$ cat config.mk
export PLATFORM = sky130hd
export DESIGN_NAME = matrix_multiply_unit
export DESIGN_NICKNAME = d
export VERILOG_FILES = /design/src/rtl/matrix_multiply_unit_pkg.sv /design/src/rtl/matrix_multiply_unit_pe.sv /design/src/rtl/matrix_multiply_unit.sv
export SDC_FILE = /design/constraint.sdc
export NUM_CORES = 2
export LEC_CHECK = 0
export BUFFER_PORTS_ARGS = -buffer_cell sky130_fd_sc_hd__buf_2
export CAP_MARGIN = 10
export CELL_PAD_IN_SITES_DETAIL_PLACEMENT = 2
export CELL_PAD_IN_SITES_GLOBAL_PLACEMENT = 2
export CORE_MARGIN = 10
export CORE_UTILIZATION = 42
export CTS_CLUSTER_DIAMETER = 150
export DETAILED_ROUTE_END_ITERATION = 7
export PLACE_DENSITY = 0.94
export SLEW_MARGIN = 20
export SYNTH_ARGS = -nofsm -noshare
export SYNTH_HDL_FRONTEND = slang
export SYNTH_SLANG_ARGS = --single-unit
$ cat constraint.sdc
create_clock -name CLK -period 10.93 [get_ports CLK]
set_input_delay 0.5465 -clock CLK [delete_from_list [all_inputs] [get_ports CLK]]
set_output_delay 0.5465 -clock CLK [all_outputs]
set_load 0.005 [all_outputs]
$ cat src/rtl/matrix_multiply_unit_pkg.sv
// Shared definitions for the matrix multiply unit: default geometry and
// element/accumulator types sized from the default element width.
package matrix_multiply_unit_pkg;

  localparam int DEFAULT_WIDTH  = 8;
  localparam int DEFAULT_LENGTH = 3;

  // Accumulator width is twice the operand width so a single full product fits.
  localparam int DEFAULT_ACC_WIDTH = 2 * DEFAULT_WIDTH;

  typedef logic [DEFAULT_WIDTH-1:0]     elem_t;
  typedef logic [DEFAULT_ACC_WIDTH-1:0] acc_t;

endpackage : matrix_multiply_unit_pkg

$ cat src/rtl/matrix_multiply_unit_pe.sv
// Processing element of the output-stationary systolic array. It forwards
// its A operand right and its B operand down, and accumulates their product
// in place. The accumulator wraps silently on overflow.
module mmu_pe
  import matrix_multiply_unit_pkg::*;
#(
  parameter int WIDTH = DEFAULT_WIDTH
) (
  input  logic               CLK,
  input  logic               SYNC_RST,
  input  logic               EN,
  input  logic [WIDTH-1:0]   a_in,
  input  logic [WIDTH-1:0]   b_in,
  output logic [WIDTH-1:0]   a_out,
  output logic [WIDTH-1:0]   b_out,
  output logic [2*WIDTH-1:0] acc
);

  logic [WIDTH-1:0]   a_reg;
  logic [WIDTH-1:0]   b_reg;
  logic [2*WIDTH-1:0] acc_reg;
  logic [2*WIDTH-1:0] product;

  // Zero-extend both operands so the multiply is carried out at full width.
  assign product = {{WIDTH{1'b0}}, a_in} * {{WIDTH{1'b0}}, b_in};

  // Operand pipeline and accumulator; reset beats enable, EN=0 freezes all.
  always_ff @(posedge CLK) begin
    if (SYNC_RST) begin
      a_reg   <= '0;
      b_reg   <= '0;
      acc_reg <= '0;
    end else if (EN) begin
      a_reg   <= a_in;
      b_reg   <= b_in;
      acc_reg <= acc_reg + product;
    end
  end

  assign a_out = a_reg;
  assign b_out = b_reg;
  assign acc   = acc_reg;

endmodule : mmu_pe

$ cat src/rtl/matrix_multiply_unit.sv
// Output-stationary LENGTH x LENGTH systolic multiplier. Rows of A enter on
// the left and columns of B on the top, both pre-skewed by the caller; each
// PE's accumulator is presented directly on Result.
module matrix_multiply_unit
  import matrix_multiply_unit_pkg::*;
#(
  parameter int WIDTH  = DEFAULT_WIDTH,
  parameter int LENGTH = DEFAULT_LENGTH
) (
  input  logic               CLK,
  input  logic               SYNC_RST,
  input  logic               ASYNC_RST,
  input  logic               EN,
  input  logic [WIDTH-1:0]   Inputs  [0:LENGTH-1],
  input  logic [WIDTH-1:0]   Weights [0:LENGTH-1],
  output logic [2*WIDTH-1:0] Result  [0:LENGTH-1][0:LENGTH-1]
);

  // a_bus[i][j] is the A operand entering PE(i,j); column LENGTH is the
  // right-edge spill. b_bus[i][j] likewise for B, with row LENGTH the
  // bottom-edge spill.
  logic [WIDTH-1:0] a_bus [0:LENGTH-1][0:LENGTH];
  logic [WIDTH-1:0] b_bus [0:LENGTH][0:LENGTH-1];

  // Kept only for pin compatibility; it has no functional effect.
  logic unused_async_rst;
  assign unused_async_rst = ASYNC_RST;

  // Operands leaving the far edges of the array are dropped.
  logic [LENGTH-1:0] unused_a_edge;
  logic [LENGTH-1:0] unused_b_edge;

  genvar gi, gj;
  generate
    for (gi = 0; gi < LENGTH; gi++) begin : g_edge
      assign a_bus[gi][0]      = Inputs[gi];
      assign b_bus[0][gi]      = Weights[gi];
      assign unused_a_edge[gi] = ^a_bus[gi][LENGTH];
      assign unused_b_edge[gi] = ^b_bus[LENGTH][gi];
    end

    for (gi = 0; gi < LENGTH; gi++) begin : g_row
      for (gj = 0; gj < LENGTH; gj++) begin : g_col
        mmu_pe #(
          .WIDTH (WIDTH)
        ) u_pe (
          .CLK      (CLK),
          .SYNC_RST (SYNC_RST),
          .EN       (EN),
          .a_in     (a_bus[gi][gj]),
          .b_in     (b_bus[gi][gj]),
          .a_out    (a_bus[gi][gj+1]),
          .b_out    (b_bus[gi+1][gj]),
          .acc      (Result[gi][gj])
        );
      end
    end
  endgenerate

endmodule : matrix_multiply_unit

==> run summary <==
Max Cap Viol: 0
Post-Synthesis Cells: 3634
remaining routing DRC violations: 0
Clock Root Buffer: clkbuf_16
Reg power frac: 24.3%
crit end category: flip-flop
Post-synth ARST share: 0%
Final Skew: 0.0206 ns
synthesized flop and latch total: 240
global-route wire length before repair: 200 mm
Post-Syn Area: 31100 um2
simple-gate share of the synthesized area: 15.9%
Worst-Margin Slew: 1.13 ns
Crit Path Class: reg2reg
max reg flops: 144
worst skew pair latency: 0.58 ns
Syn Nets: 4451
max incr delay on CP: 0.71 ns
combinational share of power: 47.0%
die span in x: 292 um
Core Box Area: 73200 um2
Compound-Gate Fraction of Synth Area: 7.57%
number of synthesized flops with an enable pin: 0
Fmax: 0.178 GHz
net switching power: 0.00196 W
drt wl/cell: 28.3 um
vias: 26600
largest family of logic cells by synthesized area: adder cells
largest net degree at the start of global routing: 132
Slew HR: 24.3%
multi-input logic area: 22500 um2
largest cells by area after synthesis: fa_1, dfxtp_1, ha_1
GRT Util Overall: 30.3%
row count: 99
Synth Flop Type: dfxtp_1
layout cells sized above 1: 7.78%
Yosys top cell area share: 28.9%
Worst setup SP type: flip-flop
synthesized-area fraction occupied by adder cells: 41.6%
Final ANT Viol Nets: 0
cell family with most CP delay: adder cells
initial core utilization: 42.5%
Worst EP required: 11.38 ns
Post-DP HPWL: 96.7 mm
final weighted congestion in routability-driven placement: 0.813
CTS buffer count: 37
Die ar.: 85400 um2
Post-Synth XOR/XNOR Area: 1.72%
met3 usage in global routing: 4.99%
Leakage: 18.0 nW
Net Sw Frac: 43.6%
P_int: 0.00254 W
Final Max Slew Viols: 0
# hold bufs at CTS: 0
final WL: 134 mm
initial antenna violation count: 9
Max Fanout on Critical Path: 9
worst hold slack: 0.392 ns
Clock power frac: 28.7%
status: complete, no violations
nets: 4545
Max Root-Sink Buffers: 3
# IOs: 196
Clk pin slew, worst setup/hold paths: 0.06 ns
Die Y: 292 um
DRT Pass-1 Iters: 5
CP arrival: 6.05 ns
Crit-path slowest cell: dfxtp_1
final period utilization: 51.3%
sequential-to-total area share from yosys stat: 15.4%
RSZ-0062 raised after global routing: false
GR peak layer: met2
fin crit period: 5.61 ns
CTS H-tree lvls: 2
# port buffers: 194
type of the worst min-delay path: in2reg
number of global-route vias before repair: 32400
Hold Fails Final Rpt: 0
P&R area growth vs syn: 9.50%
Buf+Inv Stages, Crit Path: 3
DRT iter0 DRCs: 1501
setup TNS: 0 ns
filler instances: 8052
Setup Buffers After CTS: 0
met2 Resource Use GR: 56.6%
count of final setup violators: 0
met1 Usage GRT: 31.3%
crit-path most repeated cell: fa_1
CTS resizes: 0
synth unique cells: 69
FF+latch area: 4800 um2
power per cell area: 132 nW/um2
post-synth top area cell: fa_1
critical-path cell list: nand2_1 -> fa_1 -> inv_1 -> fa_1 -> inv_1 -> fa_1 -> fa_1 -> inv_1 -> ha_1 -> o211a_1 -> o31a_1 -> o21ai_1 -> and2_1 -> o311ai_1 -> mux2_2
GR Overflow Total: 0
vias per cell: 5.63
CTS Sinks: 240
multiplexer area fraction after synthesis: 5.48%
maximum VDD drop: 0.000126 V
Mean Syn Cell Area: 8.57 um2
CTS tree: yes
Ys Warns: 0
worst paths after layout:
check / slack, ns / cells past startpoint / endpoint / from
hold reg to reg: 0.50 / 2 / g_row[0].g_col[2].u_pe.acc[4]$_SDFFE_PP0P_ / g_row[0].g_col[2].u_pe.acc[4]$_SDFFE_PP0P_
hold / removal: 0.39 / 2 / g_row[1].g_col[1].u_pe.a_out[0]$_SDFFE_PP0P_ / SYNC_RST
setup / recovery: 5.32 / 15 / g_row[2].g_col[1].u_pe.acc[15]$_SDFFE_PP0P_ / g_row[1].g_col[1].u_pe.b_out[0]$_SDFFE_PP0P_
setup reg to reg: 5.32 / 15 / g_row[2].g_col[1].u_pe.acc[15]$_SDFFE_PP0P_ / g_row[1].g_col[1].u_pe.b_out[0]$_SDFFE_PP0P_
routing by layer:
metal,wire length (um),vias to the layer above
met5,17,-
met4,10000,2
li1,-,11300
met3,6200,556
met1,47700,13700
met2,69800,1000
kinds of logic (layout without fill, tap and decap cells):
group	after synthesis	in the layout
AND/OR/NAND/NOR	1033	1033
buffers and inverters	1014	1132
adder cells (fa/ha/maj)	765	765
AO/OA/AOI/OAI	352	352
flip-flops	240	240
multiplexers	169	169
XOR/XNOR	61	61
other	0	8
stage by stage:
step / area (um2) / instances / power [W] / worst slack, ns / utilization (%)
6_report: 34100 / 4719 / 0.00450 / 5.32 / 46.6
3_3_place_gp: 32800 / 4648 / 0.00279 / 5.87 / 44.9
4_1_cts: 34100 / 4711 / 0.00448 / 5.44 / 46.5
2_1_floorplan: 31100 / 3634 / 0.00236 / 6.37 / -
5_1_grt: 34100 / 4719 / 0.00476 / 5.25 / 46.6
3_5_place_dp: 32800 / 4648 / 0.00308 / 5.53 / 44.9
cells in the mapped netlist, types with 5 or more instances:
cell type	n
a2111oi_0	6
a211oi_1	40
a21o_1	35
a21oi_1	90
a311o_1	8
a31oi_1	5
and2_1	292
and3_1	13
and4_1	8
buf_2	19
clkbuf_1	125
dfxtp_1	240
fa_1	450
ha_1	315
inv_1	866
mux2_2	8
mux2i_1	160
nand2_1	361
nand2b_1	6
nand3_1	24
nand4_1	9
nor2_1	238
nor2b_1	16
nor3_1	33
nor4_1	7
o211ai_1	8
o21a_1	19
o21ai_0	63
o21ai_1	5
o21bai_1	14
o22ai_1	9
o31a_1	6
o31ai_1	5
or3_1	10
xnor2_1	44
xor2_1	17
power by group through the flow:
stage | sequential (W) | clock [W] | combinational (W)
global placement | 0.00109 | 0 | 0.00170
finish | 0.00109 | 0.00129 | 0.00211
CTS | 0.00109 | 0.00130 | 0.00209
floorplan | 0.00104 | 0 | 0.00132
detailed placement | 0.00110 | 0 | 0.00198
global route | 0.00110 | 0.00134 | 0.00232
final cells by class:
cell class | count | share of cell area (%)
flip-flops and latches | 240 | 14.1
diodes | 8 | 0.0587
clock inverters | 11 | 0.389
inverters | 866 | 9.54
repair buffers | 203 | 3.18
well taps | 959 | 3.52
multi-input cells | 2380 | 66.0
clock buffers | 52 | 3.20
placed cells by master (no fill, tap or decap), types with 7 or more instances in the layout:
master,n
buf_2,192
inv_1,865
a311o_1,8
clkbuf_8,11
ha_1,315
or3_1,10
o21ai_0,63
a211oi_1,40
nor2_1,236
nand2_1,361
diode_2,8
o21a_1,19
mux2_2,8
and4_1,8
xnor2_1,44
clkbuf_16,37
nand4_1,9
nor4_1,7
nor2b_1,16
dfxtp_1,240
a21oi_1,90
and3_1,13
mux2i_1,160
and2_1,292
clkinv_2,7
o21bai_1,14
a21o_1,35
nand3_1,24
o211ai_1,8
fa_1,450
buf_4,7
nor3_1,33
o22ai_1,9
xor2_1,17
Note: power is estimated with default switching activity, not from simulation.
